`config.mk`:
```
export PLATFORM = sky130hd
export DESIGN_NAME = boot_sequencer_flat
export DESIGN_NICKNAME = d
export VERILOG_FILES = /design/src/rtl/boot_pkg.sv /design/src/rtl/boot_sequencer_if.sv /design/src/rtl/boot_sequencer_button_debounce.sv /design/src/rtl/boot_sequencer.sv /design/src/flat_wrapper.sv
export SDC_FILE = /design/constraint.sdc
export NUM_CORES = 1
export LEC_CHECK = 0
export BUFFER_PORTS_ARGS = -buffer_cell sky130_fd_sc_hd__buf_2
export CAP_MARGIN = 20
export CELL_PAD_IN_SITES_DETAIL_PLACEMENT = 1
export CELL_PAD_IN_SITES_GLOBAL_PLACEMENT = 1
export CORE_MARGIN = 4
export CORE_UTILIZATION = 38
export CTS_BUF_LIST = sky130_fd_sc_hd__clkbuf_2 sky130_fd_sc_hd__clkbuf_4 sky130_fd_sc_hd__clkbuf_8
export CTS_CLUSTER_DIAMETER = 40
export DETAILED_ROUTE_END_ITERATION = 6
export GPL_TIMING_DRIVEN = 0
export PLACE_DENSITY_LB_ADDON = 0.1
export SYNTH_ARGS = -nofsm -noshare
export SYNTH_HDL_FRONTEND = slang
export SYNTH_SLANG_ARGS = --single-unit
export TNS_END_PERCENT = 1
```
`constraint.sdc`:
```
create_clock -name sysclk -period 3.35 [get_ports sysclk]
set_input_delay 0.5025 -clock sysclk [delete_from_list [all_inputs] [get_ports sysclk]]
set_output_delay 0.5025 -clock sysclk [all_outputs]
set_load 0.02 [all_outputs]
```
`src/rtl/boot_pkg.sv`:
```
// Shared encodings and default parameters for the reset/boot/halt controller.
package boot_pkg;

  typedef enum logic [1:0] {
    RESET_HOLD = 2'd0,
    RUN        = 2'd1,
    HALTED     = 2'd2
  } boot_state_t;

  typedef enum logic [1:0] {
    CAUSE_POR    = 2'd0,
    CAUSE_BUTTON = 2'd1,
    CAUSE_DEBUG  = 2'd2,
    CAUSE_WDT    = 2'd3
  } reset_cause_t;

  localparam int DEF_PRESCALE     = 256;
  localparam int DEF_DEBOUNCE     = 10;
  localparam int DEF_LONG_PRESS   = 1023;
  localparam int DEF_RESET_CYCLES = 250;
  localparam int DEF_BOOT_CYCLES  = 10;

  // Simultaneous requests resolve button > debug > watchdog.
  function automatic reset_cause_t pick_cause(input logic btn_req, input logic dbg_req);
    return btn_req ? CAUSE_BUTTON : (dbg_req ? CAUSE_DEBUG : CAUSE_WDT);
  endfunction

endpackage

```
`src/rtl/boot_sequencer_if.sv`:
```
// Request inputs and core control outputs of the boot sequencer.
interface boot_sequencer_if;
  import boot_pkg::*;

  logic         button;
  logic         dbg_reset_req;
  logic         dbg_halt_req;
  logic         dbg_run_req;
  logic         wdt_expire;
  logic         cpu_reset;
  logic         cpu_boot;
  logic         cpu_halt;
  logic         cpu_interrupt;
  boot_state_t  state;
  reset_cause_t reset_cause;

  modport master (
    input  button, dbg_reset_req, dbg_halt_req, dbg_run_req, wdt_expire,
    output cpu_reset, cpu_boot, cpu_halt, cpu_interrupt, state, reset_cause
  );

  modport slave (
    output button, dbg_reset_req, dbg_halt_req, dbg_run_req, wdt_expire,
    input  cpu_reset, cpu_boot, cpu_halt, cpu_interrupt, state, reset_cause
  );

endinterface

```
`src/rtl/boot_sequencer_button_debounce.sv`:
```
// Button synchronizer, slow-tick debounce and short/long press classification.
// Outputs are single-cycle registered pulses; no backpressure.
module button_debounce #(
  parameter int PRESCALE   = 256,
  parameter int DEBOUNCE   = 10,
  parameter int LONG_PRESS = 1023
) (
  input  logic sysclk,
  input  logic reset,
  input  logic button,
  output logic btn_reset_req,
  output logic btn_short_release
);

  localparam int PW = $clog2(PRESCALE);
  localparam int DW = $clog2(DEBOUNCE + 1);
  localparam int LW = $clog2(LONG_PRESS + 1);

  logic          sync1;
  logic          sync2;
  logic          level;
  logic [PW-1:0] pscale;
  logic [DW-1:0] stab;
  logic [LW-1:0] press;
  logic          tick;
  logic          flip;

  assign tick = (pscale == PW'(PRESCALE - 1));
  assign flip = (sync2 != level) && (stab == DW'(DEBOUNCE - 1));

  always_ff @(posedge sysclk or posedge reset) begin
    if (reset) begin
      sync1             <= 1'b0;
      sync2             <= 1'b0;
      level             <= 1'b0;
      pscale            <= '0;
      stab              <= '0;
      press             <= '0;
      btn_reset_req     <= 1'b0;
      btn_short_release <= 1'b0;
    end else begin
      sync1             <= button;
      sync2             <= sync1;
      pscale            <= tick ? '0 : pscale + 1'b1;
      btn_reset_req     <= 1'b0;
      btn_short_release <= 1'b0;
      if (tick) begin
        if (sync2 == level) begin
          stab <= '0;
        end else if (flip) begin
          level <= ~level;
          stab  <= '0;
        end else begin
          stab <= stab + 1'b1;
        end
        // A saturated counter marks a press already consumed as a reset.
        if (level && flip) begin
          press             <= '0;
          btn_short_release <= (press != LW'(LONG_PRESS));
        end else if (level && (press != LW'(LONG_PRESS))) begin
          press         <= press + 1'b1;
          btn_reset_req <= (press == LW'(LONG_PRESS - 1));
        end
      end
    end
  end

endmodule

```
`src/rtl/boot_sequencer.sv`:
```
// Reset/boot/halt controller: arbitrates button, debug and watchdog requests.
// All outputs registered, one cycle from request; no backpressure.
module boot_sequencer
  import boot_pkg::*;
#(
  parameter int PRESCALE     = DEF_PRESCALE,
  parameter int DEBOUNCE     = DEF_DEBOUNCE,
  parameter int LONG_PRESS   = DEF_LONG_PRESS,
  parameter int RESET_CYCLES = DEF_RESET_CYCLES,
  parameter int BOOT_CYCLES  = DEF_BOOT_CYCLES
) (
  input  logic              sysclk,
  input  logic              reset,
  boot_sequencer_if.master  bus
);

  localparam int HW = $clog2(RESET_CYCLES);

  logic          btn_reset_req;
  logic          btn_short_release;
  logic          any_reset;
  boot_state_t   state_q;
  reset_cause_t  cause_q;
  logic [HW-1:0] hold_cnt;
  logic          reset_q;
  logic          boot_q;
  logic          halt_q;
  logic          irq_q;

  button_debounce #(
    .PRESCALE   (PRESCALE),
    .DEBOUNCE   (DEBOUNCE),
    .LONG_PRESS (LONG_PRESS)
  ) u_button (
    .sysclk            (sysclk),
    .reset             (reset),
    .button            (bus.button),
    .btn_reset_req     (btn_reset_req),
    .btn_short_release (btn_short_release)
  );

  assign any_reset = btn_reset_req | bus.dbg_reset_req | bus.wdt_expire;

  always_ff @(posedge sysclk or posedge reset) begin
    if (reset) begin
      state_q  <= RESET_HOLD;
      cause_q  <= CAUSE_POR;
      hold_cnt <= '0;
      reset_q  <= 1'b1;
      boot_q   <= 1'b0;
      halt_q   <= 1'b0;
      irq_q    <= 1'b0;
    end else begin
      irq_q <= 1'b0;
      if (any_reset) begin
        // Re-entry from RESET_HOLD also restarts the full hold window.
        state_q  <= RESET_HOLD;
        cause_q  <= pick_cause(btn_reset_req, bus.dbg_reset_req);
        hold_cnt <= '0;
        reset_q  <= 1'b1;
        boot_q   <= 1'b0;
        halt_q   <= 1'b0;
      end else begin
        case (state_q)
          RESET_HOLD: begin
            if (hold_cnt == HW'(RESET_CYCLES - 1)) begin
              state_q <= RUN;
              reset_q <= 1'b0;
              boot_q  <= 1'b0;
            end else begin
              hold_cnt <= hold_cnt + 1'b1;
              boot_q   <= (int'(hold_cnt) + 1 >= RESET_CYCLES - BOOT_CYCLES);
            end
          end
          RUN: begin
            irq_q <= btn_short_release;
            if (bus.dbg_halt_req) begin
              state_q <= HALTED;
              halt_q  <= 1'b1;
            end
          end
          HALTED: begin
            if (bus.dbg_run_req && !bus.dbg_halt_req) begin
              state_q <= RUN;
              halt_q  <= 1'b0;
            end
          end
          default: state_q <= RESET_HOLD;
        endcase
      end
    end
  end

  assign bus.state         = state_q;
  assign bus.reset_cause   = cause_q;
  assign bus.cpu_reset     = reset_q;
  assign bus.cpu_boot      = boot_q;
  assign bus.cpu_halt      = halt_q;
  assign bus.cpu_interrupt = irq_q;

endmodule

```
`src/flat_wrapper.sv`:
```
// flat-port wrapper written by rule: the top's interface ports become plain ports
module boot_sequencer_flat import boot_pkg::*;
#(
  parameter int PRESCALE     = DEF_PRESCALE,
  parameter int DEBOUNCE     = DEF_DEBOUNCE,
  parameter int LONG_PRESS   = DEF_LONG_PRESS,
  parameter int RESET_CYCLES = DEF_RESET_CYCLES,
  parameter int BOOT_CYCLES  = DEF_BOOT_CYCLES
)
  (sysclk, reset, bus_button, bus_dbg_reset_req, bus_dbg_halt_req, bus_dbg_run_req, bus_wdt_expire, bus_cpu_reset, bus_cpu_boot, bus_cpu_halt, bus_cpu_interrupt, bus_state, bus_reset_cause);
  boot_sequencer_if bus_i ();
  input  logic sysclk;
  input  logic reset;
  input wire logic [$bits(bus_i.button)-1:0] bus_button;
  input wire logic [$bits(bus_i.dbg_reset_req)-1:0] bus_dbg_reset_req;
  input wire logic [$bits(bus_i.dbg_halt_req)-1:0] bus_dbg_halt_req;
  input wire logic [$bits(bus_i.dbg_run_req)-1:0] bus_dbg_run_req;
  input wire logic [$bits(bus_i.wdt_expire)-1:0] bus_wdt_expire;
  output wire logic [$bits(bus_i.cpu_reset)-1:0] bus_cpu_reset;
  output wire logic [$bits(bus_i.cpu_boot)-1:0] bus_cpu_boot;
  output wire logic [$bits(bus_i.cpu_halt)-1:0] bus_cpu_halt;
  output wire logic [$bits(bus_i.cpu_interrupt)-1:0] bus_cpu_interrupt;
  output wire logic [$bits(bus_i.state)-1:0] bus_state;
  output wire logic [$bits(bus_i.reset_cause)-1:0] bus_reset_cause;
  assign bus_i.button = bus_button;
  assign bus_i.dbg_reset_req = bus_dbg_reset_req;
  assign bus_i.dbg_halt_req = bus_dbg_halt_req;
  assign bus_i.dbg_run_req = bus_dbg_run_req;
  assign bus_i.wdt_expire = bus_wdt_expire;
  assign bus_cpu_reset = bus_i.cpu_reset;
  assign bus_cpu_boot = bus_i.cpu_boot;
  assign bus_cpu_halt = bus_i.cpu_halt;
  assign bus_cpu_interrupt = bus_i.cpu_interrupt;
  assign bus_state = bus_i.state;
  assign bus_reset_cause = bus_i.reset_cause;
  boot_sequencer #(.PRESCALE(PRESCALE), .DEBOUNCE(DEBOUNCE), .LONG_PRESS(LONG_PRESS), .RESET_CYCLES(RESET_CYCLES), .BOOT_CYCLES(BOOT_CYCLES)) u_core (.sysclk(sysclk), .reset(reset), .bus(bus_i));
endmodule
```
* After elaboration in Yosys (flattened, before gate mapping)
Cells that the tools add are included.
Widths: inputs -> output; s select.
** Word-level totals
- Logic and storage cells :: 86
- ROM bits :: 0
- Bits in latches :: 0
- Bits in registers :: 43
- Memory bits (writable) :: 0
- Memories kept :: 0
- Bits of input ports :: 7
- Output and inout bits :: 8
** Cells by class
- $mul :: 0
- Multiplexer cells :: 32
- Div/mod/pow operators :: 0
- Eq/ne operators :: 13
- Reductions and logical operators :: 16
- Shift operators :: 0
- Add/subtract/negate cells :: 5
- $lt $le $gt $ge :: 1
- Bitwise operators :: 4
** Operators with widths (number)
- $ge 32x9->1 const B :: 1
- $mux 8 :: 4
- $mux 10 :: 2
- $mux 1 :: 17
- $add 8x1->8 const B :: 2
- $eq 8x8->1 const B :: 2
- $add 10x1->10 const B :: 1
- $eq 10x10->1 const B :: 1
- $mux 2 :: 5
- $ne 10x10->1 const B :: 1
- $add 8x1->9 const B :: 1
- $reduce_and 3->1 :: 3
- $mux 4 :: 2
- $ne 3x1->1 const B :: 2
- $pmux 2 s3 :: 1
- $reduce_and 2->1 :: 3
- $reduce_bool 2->1 :: 3
- $add 4x1->4 const B :: 1
- $eq 4x4->1 const B :: 1
- $logic_and 1x1->1 :: 4
- $ne 3x2->1 const B :: 1
- $reduce_bool 3->1 :: 1
- $eq 2x1->1 const B :: 1
- $eq 2x2->1 const B :: 1
- other kinds (8) :: 10

* Logic depth before layout (Yosys ltp)
Gate-level depths: netlist of run 1.
- Word-level depth :: 5
- Mapped depth :: 8
- Mapped depth without buffers :: 6

* Modules after synthesis
Synthesis of run 1 repeated with hierarchy kept, for this count alone.
** Second synthesis, totals
- Cell total of the unflattened synthesis :: 236
- Area, all modules :: 2237.1 um^2
** Modules (own cells, without submodules)
- button_debounce :: area an instance 1431.4 um^2, cells each 150, instances 1
- boot_sequencer :: area an instance 805.8 um^2, cells each 86, instances 1

* Worst setup path after synthesis of run 1
Ideal clock, no wire load.
- Kind :: reg-to-reg
- Start point :: register u_core.u_button.pscale[0]
- End point :: register u_core.u_button.press[9]
- Path slack :: 1.469 ns
- Data required time :: 3.271 ns
- Arrival time :: 1.802 ns
- Buffers on the path :: 0
- Stages on the path, launching flop included :: 6
- Cells stage by stage :: dfrtp_1 > ha_1 > nand4_1 > or4_4 > a2111oi_2 > mux2i_1
** Between the ends
- Cells in the longest elaborated chain, start to end :: 2
** Ends and longest elaborated chain
- from (decl) :: line boot_sequencer_button_debounce.sv:22 : logic [PW-1:0] pscale;
- from (signal assigned) :: line boot_sequencer_button_debounce.sv:44 : pscale <= tick ? '0 : pscale + 1'b1;
- $eq 8x8->1 :: line boot_sequencer_button_debounce.sv:28 : assign tick = (pscale == PW'(PRESCALE - 1));
- $reduce_and 2->1 (no line)
- to (signal assigned) :: line boot_sequencer_button_debounce.sv:61 : press <= press + 1'b1;
- to (decl) :: line boot_sequencer_button_debounce.sv:24 : logic [LW-1:0] press;
Every way passes these cells.
A chain may end at the register's enable or synchronous reset.

* Final worst setup path of run 1
- Start point :: register u_core.u_button.stab[1]
- End point :: register u_core.u_button.press[7]
** Between the ends
- Cells in the longest elaborated chain, start to end :: 5
** Ends and longest elaborated chain
- from (decl) :: line boot_sequencer_button_debounce.sv:23 : logic [DW-1:0] stab;
- from (signal assigned) :: line boot_sequencer_button_debounce.sv:54 : stab <= stab + 1'b1;
- $eq 4x4->1 (*) :: line boot_sequencer_button_debounce.sv:29 : assign flip = (sync2 != level) && (stab == DW'(DEBOUNCE - 1));
- $logic_and 1x1->1 (*) :: line boot_sequencer_button_debounce.sv:29
- $logic_and 1x1->1 (*) :: line boot_sequencer_button_debounce.sv:57 : if (level && flip) begin
- $reduce_bool 2->1 (no line)
- $reduce_and 2->1 (no line)
Every way passes the cells marked *; elsewhere a longest branch is shown, timed or not.

==> results_dict.tcl, run 1 <==
set metrics [dict create \
    status "finished clean" \
    vias 1691 \
    routed_wl_um 4800 \
    holdWs_ns 0.162 \
    cts_tree "done" \
    cts.sinks 43 \
    synth_nets 240 \
    tightest_slew_ns 0.975 \
    firstDrtPassIters 3 \
    post_drt_wl_per_cell_um 15.1 \
    required_ns 3.53 \
    synth_area_per_cell_um2 10.1 \
    synth_area_leaders "dfrtp_1, ha_1, xor2_1" \
    ys_ff_latch 43 \
    die_height_um 84.9 \
    leakagePower_nw 1.08 \
    critPathCaptureType "register" \
    ys.flop_type "dfrtp_1" \
    fin_crit_ns 2.15 \
    synth_top_area_cell "dfrtp_1" \
    worstReg2RegEnd "u_core.u_button.press[7]" \
    gp_congestion 0.757 \
    ioPinCount 15 \
    hold_buffers 0 \
    ys_top_cells_by_count "dfrtp_1, nand2_1, nor2_1" \
    root_buffer "clkbuf_8" \
    synth_area_mm2 0.00225 \
    maxCapViolCount 0 \
    worstSkewPairLatency_ns 0.29 \
    grt_max_degree 30 \
    track_usage 0.142 \
    cts_made_buffers 5 \
    rsz0062_at_grt "no" \
    rows 27 \
    p_switching_mw 0.203 \
    first_global_vias 1793 \
    seq_area_frac_synth 0.480 \
    areaGrowthSynthToFinish_pct 14.1 \
    min_path_type "primary input to asynchronous set/reset pin" \
    worstRegToRegCells 8 \
    clk_pin_slew_ns 0.08 \
    final_nets 262 \
    finalCritPeriodShare 0.643 \
    ant_nets 0 \
    initial_utilization 0.400 \
    path_class "register to register" \
    crit_arrival_ns 2.33 \
    comb_power_share 0.028 \
    route.detailed.drc 0 \
    cts_resized 0 \
    ctsLongestPathBuffers 2 \
    p_int_mw 0.837 \
    n_antenna_cell 0 \
    synth_edf_count 0 \
    switching_share 0.195 \
    irDropWorstVdd_mv 0.217 \
    yosysUniqueCellTypes 45 \
    max_freq_mhz 465 \
    hpwlAfterDp_um 3520 \
    drt_iter0_drc 71 \
    die_w_um 84.9 \
    hold_viol 0 \
    r2r_slack_ns 1.20 \
    startpoint "u_core.u_button.stab[1]" \
    placement.io_buffers 14 \
    max-slew-margin-rel 0.345 \
    final_layout_size_suffix_gt1_frac 0.127 \
    dieArea_mm2 0.00720 \
    r2r-start "u_core.u_button.stab[1]" \
    power_per_cell_area_mw_per_mm2 406 \
    async_reset_ff_frac 1.00 \
    power_mw 1.04 \
    setup_tns_ns 0 \
    grt-ovfl-total 0 \
    synth.most_common_cell "dfrtp_1" \
    core-area_mm2 0.00561 \
    cp-start-kind "register" \
    via_per_inst 5.33 \
    finalSetupViolCount 0 \
    clock_skew_ns 0.00430 \
    clkPwrFrac 0.468 \
    seq_power_share 0.504 \
    slew_violations 0 \
    antenna_found_initial 0 \
    grt_pass1_wl_um 8370 \
    yosysWarnings 0 \
    synth_top_area_frac 0.468 \
    cts_setup_buffers 0 \
    syn-instance-count 222 \
    htreeDepth 2 \
    path_max_fanout 10 \
]
registers in the layout, summed over array words and instances, names as in the netlist, 2 cells and up:
signal,cells
u_core.hold_cnt,8
u_core.u_button.press,10
u_core.u_button.pscale,8
u_core.bus.reset_cause,2
u_core.bus.state,2
u_core.u_button.stab,4
critical path, cell delays in order (launching register included):
cell	delay, ns
dfrtp_1	0.41
inv_1	0.08
ha_1	0.18
nand4bb_1	0.11
clkbuf_1	0.24
or4_1	0.56
clkbuf_1	0.25
nand2b_1	0.14
mux2i_1	0.07
layer usage:
metal | share of wire | routed length (um) | GRT usage | up-vias
li1 | - | - | - | 854
met1 | 0.49 | 2350 | 0.181 | 813
met2 | 0.47 | 2240 | 0.240 | 18
met3 | 0.033 | 156 | 0.0340 | 6
met4 | 0.011 | 51 | 0.0403 | 0
met5 | 0 | 0 | 0 | -
area by class of cell:
| type | count | area [um2] |
|---|---|---|
| fill | 644 | 3050 |
| multi-input combinational | 162 | 1100 |
| sequential | 43 | 1080 |
| timing repair buffer | 15 | 90.1 |
| tap | 72 | 90.1 |
| clock buffer | 6 | 76.3 |
| clock inverter | 2 | 60.1 |
| inverter | 12 | 45.0 |
| buffer | 5 | 20.0 |
worst max path at each step:
| stage | end | depth (start not counted) |
|---|---|---|
| floorplan | u_core.u_button.press[9] | 5 |
| global placement | u_core.bus.reset_cause[0] | 2 |
| detailed placement | u_core.u_button.press[6] | 6 |
| CTS | u_core.u_button.press[6] | 6 |
| global route | u_core.u_button.press[7] | 8 |
| finish | u_core.u_button.press[7] | 8 |
metrics by stage:
step | instance area, um2 | instances | setup WS (ns) | util
floorplan | 2250 | 222 | 1.47 | -
global placement | 2410 | 308 | 1.20 | 0.429
detailed placement | 2430 | 309 | 1.18 | 0.433
CTS | 2560 | 317 | 1.15 | 0.457
global route | 2560 | 317 | 1.01 | 0.457
finish | 2560 | 317 | 1.20 | 0.457
power groups by stage:
stage                     combinational (mW)  clock, mW  sequential [mW]
after floorplan                       0.0151          0            0.535
after global placement                0.0269          0            0.535
after detailed placement              0.0309          0            0.535
after CTS                             0.0308      0.509            0.525
after global routing                  0.0338      0.530            0.526
final                                 0.0291      0.486            0.525
layout by cell type, fill, tap and decap left out, types with 2 or more instances in the layout:
cell	count
a211oi_1	5
a21oi_1	11
and3_1	5
and4_1	2
buf_2	15
bufinv_16	2
clkbuf_1	4
clkbuf_8	5
dfrtp_1	42
ha_1	11
inv_1	11
mux2i_1	5
nand2_1	17
nand2b_1	6
nand3_1	7
nand4_1	8
nor2_1	13
nor3_1	8
nor4_1	2
nor4bb_1	2
o2111ai_1	4
o21ai_0	10
o21bai_1	2
o31ai_1	4
or3_1	7
or4_1	4
xnor2_1	3
xor2_1	8
cells by family (layout without fill, tap and decap cells):
family / after synthesis / in the layout / synth area share
mux: 6 / 6 / 0.0273
xor+xnor: 11 / 11 / 0.0429
fa+ha+maj: 11 / 11 / 0.0613
compound gates: 44 / 44 / 0.131
simple gates: 90 / 90 / 0.229
flops: 43 / 43 / 0.480
buf+inv: 17 / 40 / 0.0290
Power figures use the tool's default switching activity.
==> run 2: changes to the inputs <==
--- a/config.mk
+++ b/config.mk
@@ -5,6 +5,7 @@
 export SDC_FILE = /design/constraint.sdc
 export NUM_CORES = 1
 export LEC_CHECK = 0
+export ABC_AREA = 1
 export BUFFER_PORTS_ARGS = -buffer_cell sky130_fd_sc_hd__buf_2
 export CAP_MARGIN = 20
 export CELL_PAD_IN_SITES_DETAIL_PLACEMENT = 1
==> constraint.sdc (replaced) <==
create_clock -name sysclk -period 1.9 [get_ports sysclk]
set_input_delay 0.285 -clock sysclk [delete_from_list [all_inputs] [get_ports sysclk]]
set_output_delay 0.285 -clock sysclk [all_outputs]
set_load 0.02 [all_outputs]
==> results_dict.tcl, run 2 <==
set metrics [dict create \
    status "finished clean" \
    power_per_cell_area_mw_per_mm2 689 \
    rsz0062_at_grt "yes" \
    cts_tree "done" \
    clk_pin_slew_ns 0.08 \
    cts_made_buffers 5 \
    final_nets 311 \
    hpwlAfterDp_um 3380 \
    cts_setup_buffers 0 \
    layout_commonest_cell "nand2_1" \
    yosysUniqueCellTypes 26 \
    synth_nets 288 \
    path_buf_inv 2 \
    largest_reg_flops 10 \
    critPathCapture "u_core.u_button.press[9]" \
    vias 1807 \
    worstRegToRegCells 9 \
    slew_violations 0 \
    clock_skew_ns 0.00795 \
    finish.utilization 0.457 \
    grt_pass1_wl_um 8280 \
    grt-ovfl-total 0 \
    synth_area_leaders "dfrtp_1, nand2_1, ha_1" \
    root_buffer "clkbuf_8" \
    synth.most_common_cell "nand2_1" \
    n_antenna_cell 0 \
    cts.sinks 43 \
    die_height_um 84.8 \
    reg_top3 "u_core.u_button.press: 10 flops, u_core.hold_cnt: 8 flops, u_core.u_button.pscale: 8 flops" \
    r2r_slack_ns 0.21 \
    critPathMaxStageDelay_ns 0.38 \
    setup_ws_ns 0.212 \
    max-slew-margin-rel 0.712 \
    core-area_mm2 0.00561 \
    ant_nets 0 \
    die_w_um 84.8 \
    rows 27 \
    hold_viol 0 \
    min_path_type "primary input to register" \
    post_drt_wl_per_cell_um 12.5 \
    seq_area_frac_synth 0.480 \
    synth_area_mm2 0.00224 \
    firstDrtPassIters 4 \
    finalCritPeriodShare 0.888 \
    track_usage 0.139 \
    ys_ff_latch 43 \
    routed_wl_um 4580 \
    synth_edf_count 0 \
    leakagePower_nw 1.22 \
    worstSkewPairLatency_ns 0.30 \
    final_area_mm2 0.00256 \
    crit_top_cell "nand2_1" \
    final_cell_mix "nand2_1, dfrtp_1, inv_1, nor2_1, o21ai_0" \
    worst-path-stages 9 \
    syn-instance-count 270 \
    ys.flop_type "dfrtp_1" \
    drt_iter0_drc 55 \
    worstReg2RegEnd "u_core.u_button.press[9]" \
    postPlaceCellArea_mm2 0.00242 \
    synth_top_area_frac 0.469 \
    startpoint "u_core.u_button.pscale[0]" \
    synth_top_area_cell "dfrtp_1" \
    cp-start-kind "register" \
    final_layout_size_suffix_gt1_frac 0.129 \
    synth_area_per_cell_um2 8.30 \
    path_class "register to register" \
    required_ns 2.08 \
    via_per_inst 4.94 \
    async_reset_ff_frac 1.00 \
    fin_crit_ns 1.69 \
    crit_arrival_ns 1.87 \
    irDropWorstVdd_mv 0.418 \
    placement.io_buffers 14 \
    ioPinCount 15 \
    finalSetupViolCount 0 \
    htreeDepth 2 \
    initial_utilization 0.400 \
    first_global_vias 1842 \
    route.detailed.drc 0 \
    dpl_worst_slack_ns 0.126 \
    critPathCaptureType "register" \
    grt_max_degree 38 \
    cp_slowest_cell "dfrtp_1" \
    tightest_slew_ns 0.433 \
    dieArea_mm2 0.00719 \
    ys_top_cells_by_count "nand2_1, dfrtp_1, inv_1" \
    power_mw 1.77 \
    path_max_fanout 10 \
    largest-register "u_core.u_button.press" \
    max_freq_mhz 593 \
    maxCapViolCount 0 \
    r2r-start "u_core.u_button.pscale[0]" \
    ctsLongestPathBuffers 2 \
    critPathTopFamily "simple AND/OR/NAND/NOR gates" \
    antenna_found_initial 0 \
    yosysWarnings 0 \
    gp_congestion 0.761 \
    areaGrowthSynthToFinish_pct 14.2 \
    crit_chain "ha_1 -> nand2_1 -> nor2_1 -> nand4_2 -> clkinv_4 -> nand2_4 -> buf_6 -> nand2_1 -> o21ai_1" \
]
run 2: cell types whose count changed in the layout (fill, tap and decap cells not counted), moves of 6 or more:
cell	before	now
nand3_1	7	14
inv_1	11	31
a21oi_1	11	3
nor2_1	13	23
nand2_1	17	73
o21ai_0	10	19
or3_1	7	0
nand2b_1	6	0
run 2: area by class of cell:
cell class / count / area, um2
Clock buffer: 5 / 68.8
Inverter: 33 / 129
Clock inverter: 3 / 43.8
Fill cell: 711 / 3050
Timing Repair Buffer: 16 / 100
Tap cell: 72 / 90.1
Multi-Input combinational cell: 191 / 1030
Sequential cell: 43 / 1080
Buffer: 3 / 18.8
run 2: worst reg2reg max path, delay by kind of cell (launching register included):
family                     cells  cell delay [ns]
buffers and inverters          2             0.32
AOI/OAI and AO/OA              1             0.06
and+or+nand+nor                5             0.62
DFF                            1             0.38
adders and majority gates      1             0.20
run 2: repair_timing:
action / in CTS / in global routing
hold buffers: 1 / 0
endpoints found under the setup margin: 0 / 10
hold endpoints to repair: 5 / 0
gates resized for setup: 0 / 6
run 2: per-stage QoR:
stage          hold slack [ns]  std cells  TNS [ns]
2_1_floorplan            0.316        270         0
3_3_place_gp             0.336        356     -2.34
3_5_place_dp             0.197        357         0
4_1_cts                 0.0785        366         0
5_1_grt                 0.0837        366  -0.00325
6_report                0.0890        366         0
run 2: power by group:
part           internal (mW)  switching, mW  leakage (nW)  total (mW)
clock                  0.392          0.334        0.0581       0.725
combinational         0.0334         0.0709         0.591       0.104
sequential             0.926         0.0106         0.570       0.936
total                   1.35          0.415          1.22        1.77
run 2: cells by family (layout without fill, tap and decap cells):
family,Yosys count,in the layout,synth area share
and+or+nand+nor,129,129,0.244
adders and majority gates,11,11,0.0614
AOI/OAI and AO/OA,38,38,0.0993
xor gates and xnor gates,13,13,0.0508
buffers and inverters,36,60,0.0642
DFF,43,43,0.480
run 2: layer usage:
layer	vias up	GRT usage	wire [um]
li1	912	-	-
met1	877	0.179	2120
met4	0	0.0317	25
met5	-	0	0
met2	16	0.235	2270
met3	2	0.0388	169
run 2: worst min path at each step:
| stage | start | endpoint | cells after the start |
|---|---|---|---|
| after floorplan | bus_button | u_core.u_button.sync1 | 0 |
| after global placement | u_core.u_button.sync1 | u_core.u_button.sync2 | 0 |
| after detailed placement | reset | u_core.hold_cnt[5] | 2 |
| after CTS | bus_button | u_core.u_button.sync1 | 1 |
| after global routing | bus_button | u_core.u_button.sync1 | 1 |
| final | bus_button | u_core.u_button.sync1 | 1 |
==> run 3: changes to the inputs <==
--- a/config.mk
+++ b/config.mk
@@ -11,12 +11,14 @@
 export CELL_PAD_IN_SITES_DETAIL_PLACEMENT = 1
 export CELL_PAD_IN_SITES_GLOBAL_PLACEMENT = 1
 export CORE_MARGIN = 4
-export CORE_UTILIZATION = 38
+export CORE_UTILIZATION = 40
 export CTS_BUF_LIST = sky130_fd_sc_hd__clkbuf_2 sky130_fd_sc_hd__clkbuf_4 sky130_fd_sc_hd__clkbuf_8
 export CTS_CLUSTER_DIAMETER = 40
+export CTS_CLUSTER_SIZE = 25
 export DETAILED_ROUTE_END_ITERATION = 6
 export GPL_TIMING_DRIVEN = 0
 export PLACE_DENSITY_LB_ADDON = 0.1
+export SKIP_LAST_GASP = 1
 export SYNTH_ARGS = -nofsm -noshare
 export SYNTH_HDL_FRONTEND = slang
 export SYNTH_SLANG_ARGS = --single-unit
==> results_dict.tcl, run 3 (synthesis gave the netlist of run 2 again) <==
set metrics [dict create \
    status "finished clean" \
    finalSetupViolCount 0 \
    ant_nets 0 \
    irDropWorstVdd_mv 0.430 \
    first_global_vias 1935 \
    initial_utilization 0.425 \
    cp-start-kind "register" \
    setup_ws_ns 0.195 \
    cts_tree "done" \
    grt_max_degree 27 \
    required_ns 2.08 \
    hpwlAfterDp_um 3650 \
    drt_iter0_drc 35 \
    fin_crit_ns 1.70 \
    wl_met1_um 2210 \
    htreeDepth 2 \
    power_per_cell_area_mw_per_mm2 694 \
    largest-register "u_core.u_button.press" \
    root_buffer "clkbuf_8" \
    leakagePower_nw 1.23 \
    routed_wl_um 4800 \
    min_path_type "primary input to register" \
    dp.cells 355 \
    firstDrtPassIters 4 \
    clk_pin_slew_ns 0.09 \
    maxCapViolCount 0 \
    fillers 650 \
    fin_cells 366 \
    dieArea_mm2 0.00687 \
    gp_congestion 0.764 \
    largest_reg_flops 10 \
    final_nets 313 \
    cts.sinks 43 \
    postPlaceCellArea_mm2 0.00242 \
    die_w_um 82.9 \
    grt-ovfl-total 0 \
    crit_arrival_ns 1.88 \
    r2r_slack_ns 0.20 \
    ioPinCount 15 \
    final_cell_mix "nand2_1, dfrtp_1, inv_1, nor2_1, o21ai_0" \
    antenna_found_initial 0 \
    route.detailed.drc 0 \
    areaGrowthSynthToFinish_pct 14.7 \
    final_area_mm2 0.00257 \
    core-area_mm2 0.00527 \
    cts_made_buffers 5 \
    layout_commonest_cell "nand2_1" \
    placement.io_buffers 14 \
    top_layer_used "met4" \
    critPathCaptureType "register" \
    final_layout_size_suffix_gt1_frac 0.132 \
    max-slew-margin-rel 0.690 \
    hold_viol 0 \
    via_per_inst 4.98 \
    post_drt_wl_per_cell_um 13.1 \
    grt_pass1_wl_um 8750 \
    reg_top3 "u_core.u_button.press: 10 flops, u_core.hold_cnt: 8 flops, u_core.u_button.pscale: 8 flops" \
    max_freq_mhz 587 \
    wl_met3_um 126 \
    slew_violations 0 \
    rows 26 \
    clock_skew_ns 0.00919 \
    finalCritPeriodShare 0.897 \
    n_antenna_cell 0 \
    vias 1823 \
    path_max_fanout 10 \
    path_class "register to register" \
    tightest_slew_ns 0.464 \
    track_usage 0.151 \
    dpl_worst_slack_ns 0.149 \
    die_height_um 82.9 \
    met2_length_um 2420 \
    ctsLongestPathBuffers 2 \
    worstSkewPairLatency_ns 0.29 \
]
-- run 3: changes by cell type in the layout (fill, tap and decap cells not counted), sizes merged --
| cell | before | now |
|---|---|---|
| buf | 16 | 18 |
| clkbuf | 7 | 8 |
| clkinv | 3 | 1 |
| inv | 32 | 33 |
-- run 3: worst paths after layout --
kind | from | to | cells past startpoint
worst max-delay path | u_core.u_button.pscale[0] | u_core.u_button.press[1] | 9
worst min-delay path | bus_button | u_core.u_button.sync1 | 1
worst max register to register | u_core.u_button.pscale[0] | u_core.u_button.press[1] | 9
worst min register to register | u_core.u_button.sync1 | u_core.u_button.sync2 | 0
max in group asynchronous | reset | u_core.u_button.pscale[6] | 4
min in group asynchronous | reset | u_core.hold_cnt[5] | 3
-- run 3: timing repair --
item,CTS,global route
hold buffers,1,0
gates resized for setup,0,4
endpoints found under the setup margin,0,11
buffers inserted,0,2
hold endpoints to repair,16,0
-- run 3: per-stage QoR --
step	power [mW]	hold slack, ns	utilization	setup TNS (ns)
3_5_place_dp	1.06	0.308	0.459	0
3_3_place_gp	1.05	0.334	0.455	-1.11
6_report	1.78	0.102	0.488	0
5_1_grt	1.89	0.0883	0.488	-0.0000895
4_1_cts	1.82	0.0915	0.483	0
2_1_floorplan	1.02	0.316	-	0
-- run 3: worst max-delay path, cell delays in order (launching register included) --
cell     delay (ns)
dfrtp_1        0.38
ha_1           0.19
nand2_1        0.09
nor2_2         0.15
nand4_2        0.20
inv_4          0.18
nand2_4        0.11
buf_6          0.16
nand2_1        0.06
o21ai_1        0.06
-- run 3: where the power goes --
| part | leakage [nW] | internal [mW] | total, mW | switching, mW |
|---|---|---|---|---|
| Combinational | 0.603 | 0.0337 | 0.107 | 0.0736 |
| Sequential | 0.570 | 0.926 | 0.936 | 0.00999 |
| Clock | 0.0612 | 0.426 | 0.742 | 0.316 |
-- run 3: layer usage --
metal  GRT usage  vias up
li1            -      921
met1       0.186      878
met2       0.267       19
met3      0.0337        5
met4      0.0357        0
met5           0        -
-- run 3: cell type report --
type	instances	area, um2	share of cell area
flip-flops and latches	43	1080	0.419
multi-input cells	191	1030	0.400
inverters	33	126	0.0491
repair buffers	18	115	0.0448
well taps	70	87.6	0.0341
clock buffers	6	82.6	0.0321
clock inverters	2	35.0	0.0136
plain buffers	3	18.8	0.00730
